<file path="src/rtl/i2c_init_sequencer.sv">
// I2C init sequencer: issues each 24-bit table entry as a three-frame register write.
// Define I2C_SEQ_TIMEOUT_EN to abort a hung frame after TIMEOUT_US cycles.

module i2c_init_sequencer #(
  parameter int NUM_CMDS   = 8,
  parameter int ADDR_W     = 3,
  parameter int GAP_US     = 1000,
  parameter int TIMEOUT_US = 2000
) (
  input  logic              clk_1MHz,
  input  logic              rst_n,
  input  logic              go,
  output logic [ADDR_W-1:0] cmd_addr,
  input  logic [23:0]       cmd_data,
  output logic              wf_en_write,
  output logic              wf_start_frame,
  output logic              wf_stop_frame,
  output logic [7:0]        wf_data,
  input  logic              wf_done,
  output logic              wf_rst_n,
  output logic              busy,
  output logic              init_done,
  output logic              error
);

  typedef enum logic [2:0] {
    S_IDLE,
    S_FETCH,
    S_LATCH,
    S_SEND,
    S_WAIT,
    S_GAP,
    S_FINISH
  } state_t;

  localparam int GW = (GAP_US > 1) ? $clog2(GAP_US) : 1;
  localparam logic [GW-1:0] GAP_LAST =
    GW'((GAP_US > 0) ? GAP_US - 1 : 0);
  localparam logic [ADDR_W-1:0] LAST_ADDR =
    ADDR_W'(NUM_CMDS - 1);

  state_t            state_q, state_d;
  logic [ADDR_W-1:0] addr_d;
  logic [6:0]        dev_q, dev_d;
  logic [7:0]        reg_q, reg_d;
  logic [7:0]        val_q, val_d;
  logic [1:0]        idx_q, idx_d;
  logic [GW-1:0]     gap_q, gap_d;
  logic              en_d, start_d, stop_d;
  logic [7:0]        data_d;
  logic              busy_d, init_d, err_d;

  logic unused_ok;
  assign unused_ok = cmd_data[16] ^ (TIMEOUT_US < 0);

`ifdef I2C_SEQ_TIMEOUT_EN
  localparam int TW = (TIMEOUT_US > 1) ? $clog2(TIMEOUT_US) : 1;
  localparam logic [TW-1:0] TO_LAST = TW'(TIMEOUT_US - 1);

  logic [TW-1:0] to_q, to_d;
  logic          abort_q, abort_d;

  assign wf_rst_n = rst_n & ~abort_q;
`else
  assign wf_rst_n = rst_n;
`endif

  always_comb begin
    state_d = state_q;
    addr_d  = cmd_addr;
    dev_d   = dev_q;
    reg_d   = reg_q;
    val_d   = val_q;
    idx_d   = idx_q;
    gap_d   = gap_q;
    en_d    = 1'b0;
    data_d  = wf_data;
    start_d = wf_start_frame;
    stop_d  = wf_stop_frame;
    busy_d  = busy;
    init_d  = init_done;
    err_d   = error;
`ifdef I2C_SEQ_TIMEOUT_EN
    abort_d = 1'b0;
`endif
    unique case (state_q)
      S_IDLE: begin
        if (go) begin
          state_d = S_FETCH;
          addr_d  = '0;
          busy_d  = 1'b1;
          init_d  = 1'b0;
          err_d   = 1'b0;
        end
      end
      S_FETCH: state_d = S_LATCH;
      S_LATCH: begin
        dev_d   = cmd_data[23:17];
        reg_d   = cmd_data[15:8];
        val_d   = cmd_data[7:0];
        idx_d   = 2'd0;
        state_d = S_SEND;
        en_d    = 1'b1;
        data_d  = {cmd_data[23:17], 1'b0};
        start_d = 1'b1;
        stop_d  = 1'b0;
      end
      S_SEND: state_d = S_WAIT;
      S_WAIT: begin
        if (wf_done) begin
          if (idx_q != 2'd2) begin
            idx_d   = idx_q + 2'd1;
            state_d = S_SEND;
            en_d    = 1'b1;
            data_d  = (idx_q == 2'd0) ? reg_q : val_q;
            start_d = 1'b0;
            stop_d  = (idx_q == 2'd1);
          end else if (cmd_addr == LAST_ADDR) begin
            state_d = S_FINISH;
          end else if (GAP_US == 0) begin
            state_d = S_FETCH;
            addr_d  = cmd_addr + 1'b1;
          end else begin
            state_d = S_GAP;
            gap_d   = '0;
          end
        end
`ifdef I2C_SEQ_TIMEOUT_EN
        else if (to_q == TO_LAST) begin
          // writeframe is stuck (e.g. NAK): kick it and give up
          abort_d = 1'b1;
          err_d   = 1'b1;
          busy_d  = 1'b0;
          state_d = S_IDLE;
        end
`endif
      end
      S_GAP: begin
        if (gap_q == GAP_LAST) begin
          state_d = S_FETCH;
          addr_d  = cmd_addr + 1'b1;
        end else begin
          gap_d = gap_q + 1'b1;
        end
      end
      S_FINISH: begin
        state_d = S_IDLE;
        busy_d  = 1'b0;
        init_d  = 1'b1;
      end
      default: state_d = S_IDLE;
    endcase
`ifdef I2C_SEQ_TIMEOUT_EN
    to_d = to_q;
    if (en_d)
      to_d = '0;
    else if (state_q == S_SEND || state_q == S_WAIT)
      to_d = to_q + 1'b1;
`endif
  end

  always_ff @(posedge clk_1MHz or negedge rst_n) begin
    if (!rst_n) begin
      state_q        <= S_IDLE;
      cmd_addr       <= '0;
      dev_q          <= '0;
      reg_q          <= '0;
      val_q          <= '0;
      idx_q          <= '0;
      gap_q          <= '0;
      wf_en_write    <= 1'b0;
      wf_start_frame <= 1'b0;
      wf_stop_frame  <= 1'b0;
      wf_data        <= '0;
      busy           <= 1'b0;
      init_done      <= 1'b0;
      error          <= 1'b0;
    end else begin
      state_q        <= state_d;
      cmd_addr       <= addr_d;
      dev_q          <= dev_d;
      reg_q          <= reg_d;
      val_q          <= val_d;
      idx_q          <= idx_d;
      gap_q          <= gap_d;
      wf_en_write    <= en_d;
      wf_start_frame <= start_d;
      wf_stop_frame  <= stop_d;
      wf_data        <= data_d;
      busy           <= busy_d;
      init_done      <= init_d;
      error          <= err_d;
    end
  end

`ifdef I2C_SEQ_TIMEOUT_EN
  always_ff @(posedge clk_1MHz or negedge rst_n) begin
    if (!rst_n) begin
      to_q    <= '0;
      abort_q <= 1'b0;
    end else begin
      to_q    <= to_d;
      abort_q <= abort_d;
    end
  end
`endif

endmodule
</file>
<file path="config.mk">
export PLATFORM = sky130hd
export DESIGN_NAME = i2c_init_sequencer
export DESIGN_NICKNAME = d
export VERILOG_FILES = /design/src/rtl/i2c_init_sequencer.sv
export SDC_FILE = /design/constraint.sdc
export NUM_CORES = 1
export LEC_CHECK = 0
export CAP_MARGIN = 10
export CORE_MARGIN = 4
export CORE_UTILIZATION = 43
export CTS_CLUSTER_DIAMETER = 50
export CTS_CLUSTER_SIZE = 8
export DETAILED_ROUTE_END_ITERATION = 12
export PLACE_DENSITY = 0.79
export SYNTH_ARGS = -nofsm -noshare
export SYNTH_HDL_FRONTEND = slang
export SYNTH_SLANG_ARGS = --single-unit
</file>
<file path="constraint.sdc">
create_clock -name clk_1MHz -period 2.8 [get_ports clk_1MHz]
set_clock_uncertainty 0.15 [all_clocks]
set_input_delay 0.56 -clock clk_1MHz [delete_from_list [all_inputs] [get_ports clk_1MHz]]
set_output_delay 0.56 -clock clk_1MHz [all_outputs]
set_load 0.005 [all_outputs]
</file>
==> impl_results.md <==
* Most used DFF post-synth: dfrtp_1
* Drt wl/cell at 13.2 microns
* Clk Latency, worst-skew pair at a little under 0.3 ns
* Core area at approximately 5200 sq um
* # DRC at 0
* CTS Sinks at 47
* # hold bufs at CTS at 0
* Tightest Pin Transition at between 0.6 and 0.7 ns
* Ant. Diodes at 0
* TritonCTS clock tree: built
* Fin crit period at ~2 ns
* First-pass GRT wire length at around 8.1 mm
* Number of global-route vias before repair at 1775
* Clock tree buffer depth at 2
* PwrDens at 897 nW/um^2
* Sequential area share after synthesis at 0.493
* Leakage at ~1.4 nW
* Mapped Area at ~2400 sq um
* Critical path data required time at roughly 2.8 ns
* Detailed Place HPWL at about 3.5 mm
* Reg2Reg Setup Slack at roughly 0.85 ns
* Post-synth ARST share at 1.00
* Setup Slack @ Placement at approximately 0.65 ns
* CP Data Arrival Time at 1.97 ns
* Share of cells above drive strength 1 at 0.0887
* Reg2reg path depth at 6
* Crit share post-route at 0.695
* Largest net degree at the start of global routing at 48
* Routed vias at approximately 1.9k
* Port Buf Inserts at 43
* Nets at 327
* Area growth syn-to-layout at 21.8%
* Setup TNS Final at 0 ns
* Slew Limit Headroom at 0.597
* Worst-path clk slew at approximately 0.08 ns
* Crit path launch type: flip-flop
* Fillers at roughly 440
* Violation count after the first detailed-route iteration at 99
* Initial antenna violation count at 0
* R2r endpoint: gap_q[7]$_DFFE_PN0P_
* ANT nets after route at 0
* Routability cong. at between 0.8 and 0.9
* Initial core utilization at 0.455
* Number of synthesized register bits at 47
* DIE WIDTH at 82.5 microns
* Row cnt at 26
* Setup Fix Bufs, Post-CTS at 0
* Num CTS Buffers at 5
* Most frequent cells in the layout: 76 x nand2_1, 47 x dfrtp_1, 42 x clkdlybuf4s50_1
* R2R Path Start: cmd_addr[0]$_DFFE_PN0P_
* H-tree depth at 2
* Max VDD drop at between 400 and 500 uV
* Grt ovf at 0
* Worst-path fanout max at 5
* GRT Util Overall at 0.154
* Unique cell type count in the Yosys netlist at 47
* Hold WC Path Type: primary input to asynchronous set/reset pin
* Root buffer cell: clkbuf_8
* Total die area at approximately 7000 sq um
* Run status: complete, no violations
* WS Path Type: flip-flop to flip-flop
* Most common cell after layout, fill and taps aside: nand2_1
* CP endpoint kind: flip-flop
* WL final at 4.78 mm
* Vias/cell at around 5.1
* Final setup fails at 0
* Syn. warnings at 0
* Post-synthesis instance total at 251
* Top Ports at between 40 and 50
* Max-cap violations at 0
* Post-synth EDFFs at 0
* Detailed Routing Iterations Pass 1 at 4
* Final worst slack at roughly 0.85 ns
* Die Y at 82.5 microns
* Post-Syn Nets at between 200 and 300
* Max Freq at just over 0.5 GHz
* RSZ-0062 raised after global routing: false
* Slew Limit Fails at 0
* Final hold viol count at 0
* Post-cts sizing count at 0
* Average cell area after synthesis at roughly 9.5 sq um
==> metal layers <==
layer	global-route usage	routed length, microns	vias up
met4	0.0515	58	0
met2	0.243	2300	49
met5	0	0	-
met1	0.212	2160	878
met3	0.0293	260	4
li1	-	-	932
==> Yosys cell counts (all sizes together), types with 4 or more instances <==
library cell   n  share of area
mux2i         11          0.046
dfrtp         47           0.49
nand4          4          0.010
buf            9          0.033
nor3b          5          0.018
o21ai         20          0.042
nand3          8          0.017
nor2           7          0.011
a31oi          5          0.019
inv            9          0.014
nand2         76           0.12
a21oi          7          0.016
ha             6          0.031
and3           5          0.014
==> worst max path at each step <==
stage,from,to,slack (ns)
6_report,cmd_addr[0]$_DFFE_PN0P_,gap_q[7]$_DFFE_PN0P_,0.85
4_1_cts,cmd_addr[0]$_DFFE_PN0P_,gap_q[7]$_DFFE_PN0P_,0.84
3_5_place_dp,wf_done,gap_q[7]$_DFFE_PN0P_,0.65
3_3_place_gp,wf_done,gap_q[7]$_DFFE_PN0P_,0.67
2_1_floorplan,cmd_addr[0]$_DFFE_PN0P_,gap_q[7]$_DFFE_PN0P_,1.0
5_1_grt,cmd_addr[0]$_DFFE_PN0P_,gap_q[7]$_DFFE_PN0P_,0.77
==> final cells by class <==
type / instances / area [sq um] / area share
Tap cell: 70 / 87.6 / 0.0302
Clock buffer: 5 / 68.8 / 0.0237
Timing Repair Buffer: 47 / 455 / 0.157
Clock inverter: 2 / 13.8 / 0.00474
Sequential cell: 47 / 1180 / 0.405
Inverter: 9 / 33.8 / 0.0116
Multi-Input combinational cell: 183 / 1070 / 0.368
==> kinds of logic after synthesis <==
family / after synthesis / synth area share
AO/OA/AOI/OAI: 45 / 0.128
adder cells (fa/ha/maj): 6 / 0.0315
flip-flops: 47 / 0.493
multiplexers: 11 / 0.0462
AND/OR/NAND/NOR: 119 / 0.236
XOR/XNOR: 1 / 0.00368
buffers and inverters: 21 / 0.0604
other: 1 / 0.00157
==> through the flow <==
stage / power [mW] / cell area (sq um) / hold WS [ns] / std cells / util
finish: 2.60 / 2900 / 0.255 / 363 / 0.554
global route: 2.84 / 2900 / 0.297 / 363 / 0.554
CTS: 2.62 / 2900 / 0.283 / 363 / 0.554
detailed placement: 2.24 / 2820 / 0.311 / 356 / 0.539
global placement: 2.19 / 2820 / 0.308 / 356 / 0.539
floorplan: 1.88 / 2380 / 0.114 / 251 / -
==> power by group <==
part           switching, mW  internal, mW  total [mW]  leakage, nW
registers              0.248         0.957        1.21        0.587
clock network          0.215         0.171       0.385       0.0440
logic                  0.508         0.506        1.01        0.737
total                  0.970          1.63        2.60         1.37
==> critical path, cell delays in order (launching register included) <==
cell      delay (ns)
dfrtp_1         0.41
ha_1            0.21
ha_1            0.20
nand2b_1        0.16
nor2_1          0.16
o211ai_2        0.17
a221o_1         0.38
==> flip-flops by register name (all words and copies together), names as in the netlist <==
register        flops
reg_q               8
state_q             3
wf_en_write         1
wf_stop_frame       1
wf_start_frame      1
gap_q              10
busy                1
val_q               8
idx_q               2
wf_data             8
init_done           1
cmd_addr            3
No activity file was read; power rests on OpenSTA's default activity.
